File: src/rtl/signed_accum.sv
// signed_accum: frame accumulator for the signed product stream.
//   Sums ACC_LEN accepted samples with saturation at ACC_W bits and reports
//   each frame result with a one-cycle valid pulse and a sticky overflow flag.
// Parameters: DIN_W (input width), ACC_W (accumulator/result width, >= DIN_W),
//   ACC_LEN (samples per frame, >= 2).
// Ports:
//   clk      - clock, rising edge
//   rst_n    - synchronous active-low reset
//   din      - signed input sample
//   din_vld  - din accepted this cycle
//   clr      - synchronous frame abort (priority over din_vld)
//   dout     - signed frame result
//   dout_vld - one-cycle pulse, dout/ovf valid
//   ovf      - saturation occurred in the reported frame
// Optional macro SIGNED_ACCUM_AVG_EN: dout is the frame sum arithmetic-shifted
//   right by log2(ACC_LEN) (floor average); ACC_LEN must be a power of two.
module signed_accum #(
  parameter int DIN_W   = 16,
  parameter int ACC_W   = 24,
  parameter int ACC_LEN = 8
) (
  input  logic             clk,
  input  logic             rst_n,
  input  logic [DIN_W-1:0] din,
  input  logic             din_vld,
  input  logic             clr,
  output logic [ACC_W-1:0] dout,
  output logic             dout_vld,
  output logic             ovf
);

  localparam int CNT_W = (ACC_LEN > 1) ? $clog2(ACC_LEN) : 1;
  localparam logic [CNT_W-1:0] LAST    = CNT_W'(ACC_LEN - 1);
  localparam logic [ACC_W-1:0] ACC_MAX = {1'b0, {(ACC_W-1){1'b1}}};
  localparam logic [ACC_W-1:0] ACC_MIN = {1'b1, {(ACC_W-1){1'b0}}};

  if (ACC_W < DIN_W) begin : g_bad_w
    $error("signed_accum: ACC_W must be >= DIN_W");
  end
  if (ACC_LEN < 2) begin : g_bad_len
    $error("signed_accum: ACC_LEN must be >= 2");
  end

`ifdef SIGNED_ACCUM_AVG_EN
  localparam int SHIFT = $clog2(ACC_LEN);
  if (ACC_LEN != (1 << SHIFT)) begin : g_bad_pow2
    $error("signed_accum: ACC_LEN must be a power of two when averaging");
  end
`endif

  logic [ACC_W:0]   din_ext;
  logic [ACC_W:0]   sum;
  logic [ACC_W-1:0] acc;
  logic [ACC_W-1:0] acc_nxt;
  logic [ACC_W-1:0] res;
  logic             sat;
  logic             sat_nxt;
  logic [CNT_W-1:0] cnt;

  always_comb begin
    din_ext = {{(ACC_W+1-DIN_W){din[DIN_W-1]}}, din};
    sum     = {acc[ACC_W-1], acc} + din_ext;
    acc_nxt = sum[ACC_W-1:0];
    sat_nxt = sat;
    if (cnt == '0) begin
      // First sample of a frame always fits since ACC_W >= DIN_W.
      acc_nxt = din_ext[ACC_W-1:0];
      sat_nxt = 1'b0;
    end else if (sum[ACC_W] != sum[ACC_W-1]) begin
      // Top two bits disagree: sum left the ACC_W range; sign bit picks the rail.
      acc_nxt = sum[ACC_W] ? ACC_MIN : ACC_MAX;
      sat_nxt = 1'b1;
    end
`ifdef SIGNED_ACCUM_AVG_EN
    res = $signed(acc_nxt) >>> SHIFT;
`else
    res = acc_nxt;
`endif
  end

  always_ff @(posedge clk) begin
    if (!rst_n) begin
      cnt      <= '0;
      acc      <= '0;
      sat      <= 1'b0;
      dout     <= '0;
      dout_vld <= 1'b0;
      ovf      <= 1'b0;
    end else begin
      dout_vld <= 1'b0;
      if (clr) begin
        cnt <= '0;
        acc <= '0;
        sat <= 1'b0;
      end else if (din_vld) begin
        acc <= acc_nxt;
        sat <= sat_nxt;
        if (cnt == LAST) begin
          cnt      <= '0;
          dout     <= res;
          ovf      <= sat_nxt;
          dout_vld <= 1'b1;
        end else begin
          cnt <= cnt + 1'b1;
        end
      end
    end
  end

endmodule

File: config.mk
export PLATFORM = sky130hd
export DESIGN_NAME = signed_accum
export DESIGN_NICKNAME = d
export VERILOG_FILES = /design/src/rtl/signed_accum.sv
export SDC_FILE = /design/constraint.sdc
export NUM_CORES = 1
export LEC_CHECK = 0
export BUFFER_PORTS_ARGS = -buffer_cell sky130_fd_sc_hd__buf_2
export CORE_ASPECT_RATIO = 1.75
export CORE_MARGIN = 2
export CORE_UTILIZATION = 50
export DETAILED_ROUTE_END_ITERATION = 8
export MAX_ROUTING_LAYER = met4
export PLACE_DENSITY = 0.7
export SYNTH_ARGS = -nofsm -noshare
export SYNTH_HDL_FRONTEND = slang
export SYNTH_SLANG_ARGS = --single-unit
File: constraint.sdc
create_clock -name clk -period 8.07 [get_ports clk]
set_input_delay 1.2105 -clock clk [delete_from_list [all_inputs] [get_ports clk]]
set_output_delay 1.2105 -clock clk [all_outputs]
set_load 0.005 [all_outputs]
==> flow_summary.toml, run 1 <==
[clocking]
path_clk_slew_ns = 0.07
cts_tree = "done"
cts_sinks = 54
clockBufferDepth = 2
cts_setup_buffers = 0
root_buffer = "clkbuf_16"
cts_hold_buf = 0
cts_resized = 0
insertion_delay_ns = 0.30
htree_levels = 2
cts_made_buffers = 5

[global_routing]
track_usage = 0.2411
grt-ovfl-total = 0
grt_pass1_wl_um = 13970
grt_max_degree = 26
grt_pass1_vias = 3075
antenna_found_initial = 0

[floorplan]
row_count = 40
initial_core_util = 0.5107
dieArea_mm2 = 0.007609
ioPinCount = 46
die_w_um = 66.80
core_mm2 = 0.006756
dieHeight_um = 113.9

[timing]
hold_viol_final = 0
skew_ns = 0.005491
fin_crit_sh = 0.4414
rsz0062_at_grt = "false"
worstMarginPinSlew_ns = 0.9176
maxSlewHeadroom = 0.3860
finalSetupTns_ns = 0
finalSetupViolCount = 0
drv_slew = 0
fin_ws_ns = 4.508
min_period_ns = 3.562
max_freq_mhz = 280.7

[finish]
fillers = 630
finalInstanceArea_mm2 = 0.003876
syn_to_final_growth_pct = 12.33
antenna_cells = 0
layout_commonest_cell = "dfxtp_1"
final_cell_mix = "dfxtp_1 (54), nand2_1 (47), buf_2 (45)"
final_nets = 483
drive_above_1_share = 0.1927

[detailed_routing]
drc = 0
initialDrtViolationCount = 127
dr.pass1.iters = 7
via_per_inst = 5.929
antenna_left = 0
wl_per_cell_um = 15.97
num_vias = 3083
drt_wl_total_um = 8302

[setup_path]
worst_ep_required_time_ns = 8.31
crit_path_end_kind = "register"
crit_family = "compound AO/OA/AOI/OAI gates"
start_kind = "primary input"
cp_cell_sequence = "buf_2, ha_1, inv_1, fa_1, nand2b_1, a21oi_1, o21ai_1, o21ai_2, a41oi_4, o311a_4, o21ai_1, a22o_1"
reg2reg_slack_ns = 5.16
criticalPathCategory = "in -> reg"
cpPeakStageDelay_ns = 0.50
cpMostUsedCell = "o21ai_1"
path_buf_inv = 2
critical_path.slowest_cell = "o311a_4"
cp_max_fo = 23
arrival_ns = 3.81

[power_and_ir_drop]
vdd_drop_max_uv = 120.5
finalPower_uw = 633.4
power_density_mw_per_mm2 = 163.4
leakagePower_uw = 0.001675

[placement]
portBuffers = 45
placed_area_mm2 = 0.003711
hpwl_um = 6277
pre_cts_ws_ns = 4.232
finalWeightedCongestion = 0.9259

[synth]
synth_nets = 445
ys_warn_count = 0
ys_ff_latch = 54
avgSynthCellArea_um2 = 8.692
syn_inst = 397
synth_flop_cell = "dfxtp_1"
synth_edf_count = 0
synth_cell_type_count = 51
async_reset_ff_frac = 0
synthesis.area_mm2 = 0.003451
ys_seq_area_frac = 0.3133

[hold_path]
min_path_type = "reg -> reg"

[run_status]
status = "complete, no violations"

[job]
max_cap_violations = 0
flip-flops by register name (all words and copies together), names as in the netlist:
name and cells:
acc 24, dout_vld 1, sat 1, dout 24
cnt 3, ovf 1
metrics by stage:
stage,instances,hold slack [ns],util
after detailed placement,512,0.4396,0.5493
after global routing,520,0.4726,0.5737
final,520,0.4440,0.5737
after global placement,512,0.4311,0.5493
after CTS,520,0.4494,0.5737
after floorplan,397,0.4292,-
cell type report:
class	count	area, um^2	share of cell area
Multi-Input combinational cell	312	2221	0.5729
Sequential cell	54	1081	0.2789
Timing Repair Buffer	49	255.2	0.06585
Clock buffer	5	125.1	0.03228
Tap cell	84	105.1	0.02711
Inverter	13	48.80	0.01259
Clock inverter	3	40.04	0.01033
cell usage after synthesis (all sizes together), types with 5 or more instances:
master | count | share of area
inv | 12 | 0.013
o21a | 8 | 0.017
a31oi | 5 | 0.0091
nor2 | 20 | 0.022
a21o | 5 | 0.011
o21ai | 54 | 0.094
a211oi | 5 | 0.014
nand2 | 47 | 0.051
a21oi | 33 | 0.049
buf | 8 | 0.019
xnor2 | 9 | 0.023
clkbuf | 10 | 0.011
a32o | 28 | 0.081
nand2b | 18 | 0.033
dfxtp | 54 | 0.31
xor2 | 13 | 0.033
ha | 27 | 0.098
worst paths after layout:
path	startpoint	to	cells past startpoint
worst max register to register	acc[0]	acc[15]	11
worst min register to register	dout[17]	dout[17]	2
worst min-delay path	dout[17]	dout[17]	2
worst max-delay path	din[0]	acc[15]	12
metal layers:
| metal | share of wire | wire (um) | track usage |
|---|---|---|---|
| met5 | 0 | 0 | - |
| met4 | 0.024 | 198 | 0.1020 |
| met3 | 0.023 | 190 | 0.03057 |
| met2 | 0.55 | 4536 | 0.4233 |
| met1 | 0.41 | 3377 | 0.2672 |
cell families (layout without fill, tap and decap cells):
| family | Yosys count | count (layout) | synth area share |
|---|---|---|---|
| AOI/OAI and AO/OA | 156 | 156 | 0.3368 |
| and+or+nand+nor | 105 | 105 | 0.1436 |
| DFF | 54 | 54 | 0.3133 |
| buffers and inverters | 31 | 70 | 0.04387 |
| adders and majority gates | 28 | 28 | 0.1037 |
| xor gates and xnor gates | 22 | 22 | 0.05584 |
| muxes | 1 | 1 | 0.002901 |
power breakdown:
part / total, uW / internal (uW) / switching (uW) / leakage, uW
sequential: 275 / 272 / 3.15 / 0.000437
clock: 244 / 145 / 98.4 / 0.0000836
combinational: 115 / 43.7 / 71.2 / 0.00115
total: 633 / 461 / 173 / 0.00168
worst reg2reg max path, stage by stage, from the launching register on:
cell      delay, ns
dfxtp_1        0.34
ha_1           0.21
inv_1          0.07
fa_1           0.39
nand2b_1       0.18
a21oi_1        0.19
o21ai_1        0.20
o21ai_2        0.25
a41oi_4        0.17
o311a_4        0.50
o21ai_1        0.20
a22o_1         0.16
(Power assumes the default switching activity.)
==> run 2: changes to the inputs <==
PLACE_DENSITY = 0.72   (was 0.7)
clock period = 3.2 ns   (was 8.07 ns; I/O delays follow)
==> run 2 against run 1 <==
  * Combinational power grew to 2.6 times the previous value
  * Power rose to 2.5 times the previous value
  * Critical path type is now reg -> reg
  * Clock skew increased by 0.0010 ns
  * Largest cell class unchanged
  * Via count is 1.3% lower
  * Critical endpoint is now dout[16]
  * First-iteration DRC count fell by 9.4%
  * Worst hold slack barely moved
  * Critical path depth fell by 1
  * Setup slack worse by 4.2 ns
  * Clock-buffer cell count up 2
  * Register-to-register slack lost 4.9 ns
==> flow_summary.toml, run 2 (synthesis gave the netlist of run 1 again) <==
[placement]
hpwl_um = 6217
portBuffers = 45
pre_cts_ws_ns = 0.09884
finalWeightedCongestion = 0.9653

[global_routing]
track_usage = 0.2365
grt-ovfl-total = 0
grt_max_degree = 25
antenna_found_initial = 0
grt_pass1_wl_um = 13600
grt_pass1_vias = 2950

[timing]
finalSetupViolCount = 0
max_freq_mhz = 345.9
fin_crit_sh = 0.9035
rsz0062_at_grt = "false"
hold_viol_final = 0
min_period_ns = 2.891
worstMarginPinSlew_ns = 0.6425
drv_slew = 0
skew_ns = 0.006511
hold_slack_ns = 0.4437
fin_ws_ns = 0.3090
finalSetupTns_ns = 0
maxSlewHeadroom = 0.5688

[finish]
reg.largest.list = "acc: 24 flops, dout: 24 flops, cnt: 3 flops"
seq_area_mm2 = 0.001081
final_nets = 488
drive_above_1_share = 0.1973
syn_to_final_growth_pct = 13.34
fin_util = 0.5789
final_cell_mix = "dfxtp_1 (54), nand2_1 (47), buf_2 (45)"
antenna_cells = 0
layout_commonest_cell = "dfxtp_1"
multi_input_area_mm2 = 0.002221
fillers = 637

[floorplan]
die_w_um = 66.80
dieHeight_um = 113.9
row_count = 40
dieArea_mm2 = 0.007609
initial_core_util = 0.5107
ioPinCount = 46
core_mm2 = 0.006756

[power_and_ir_drop]
leakagePower_uw = 0.001693
intPower_uw = 1169
seqPwrFrac = 0.435
combPwrFrac = 0.186
power_switching_uw = 424.7
power_density_mw_per_mm2 = 407.5
sw_frac_of_total = 0.2665
vdd_drop_max_uv = 242.6
finalPower_uw = 1594
p_clk_frac = 0.379

[setup_path]
cpPeakStageDelay_ns = 0.49
cpMostUsedCell = "o21ai_1"
cp_max_fo = 23
crit_path_end_kind = "register"
critical_path.slowest_cell = "o311a_4"
start_kind = "register"
arrival_ns = 3.11
reg2reg_slack_ns = 0.31
criticalPathCategory = "reg -> reg"
worst_ep_required_time_ns = 3.42
cp_cell_sequence = "ha_1, inv_1, fa_1, nand2b_1, a21oi_1, o21ai_1, o21ai_2, a41oi_4, o311a_4, o21a_1, o21ai_1"

[run_status]
status = "complete, no violations"

[detailed_routing]
num_vias = 3044
initialDrtViolationCount = 115
wl_per_cell_um = 15.70
antenna_left = 0
drc = 0
dr.pass1.iters = 4
via_per_inst = 5.798
drt_wl_total_um = 8242

[clocking]
root_buffer = "clkbuf_16"
cts_sinks = 54
cts_made_buffers = 5
insertion_delay_ns = 0.30
cts_resized = 0
htree_levels = 2
path_clk_slew_ns = 0.07
cts_hold_buf = 0
clockBufferDepth = 2
cts_setup_buffers = 0
cts_tree = "done"

[job]
max_cap_violations = 0

[hold_path]
min_path_type = "reg -> reg"
==> run 2: changes by cell type in the layout (fill, tap and decap cells not counted) <==
cell and delta:
buf_4 +5, clkinv_2 -2, clkbuf_1 +2
==> run 2: final timing paths <==
| path | from | end | cells after the start |
|---|---|---|---|
| worst max register to register | acc[0] | dout[16] | 11 |
| worst min register to register | dout[21] | dout[21] | 2 |
| worst max-delay path | acc[0] | dout[16] | 11 |
| worst min-delay path | dout[21] | dout[21] | 2 |
==> run 2: area by class of cell <==
cell class                      instances  share of cell area
Timing Repair Buffer                   54             0.07486
Sequential cell                        54              0.2764
Tap cell                               84             0.02687
Clock inverter                          1            0.007678
Clock buffer                            7             0.03391
Inverter                               13             0.01248
Multi-Input combinational cell        312              0.5678
==> run 2: worst max-delay path, delay by kind of cell (launching register included) <==
family | cells | cell delay, ns
and+or+nand+nor | 1 | 0.18
AOI/OAI and AO/OA | 7 | 1.60
buffers and inverters | 1 | 0.07
DFF | 1 | 0.34
adders and majority gates | 2 | 0.61
==> run 2: power groups by stage <==
stage	Sequential, uW	Clock (uW)	Combinational (uW)
finish	693	605	296
global route	694	649	328
CTS	693	623	297
detailed placement	708	0	293
global placement	708	0	289
floorplan	706	0	224
==> run 2: metrics by stage <==
stage	std cells	cell area, um^2
after floorplan	397	3451
final	525	3911
after detailed placement	517	3749
after global routing	525	3911
after global placement	517	3749
after CTS	525	3911
==> run 2: routing by layer <==
metal,vias to the layer above,global-route usage,share of wire
li1,1555,-,-
met1,1433,0.2492,0.40
met2,45,0.4273,0.55
met3,11,0.03846,0.030
met4,0,0.09252,0.020
met5,-,-,0
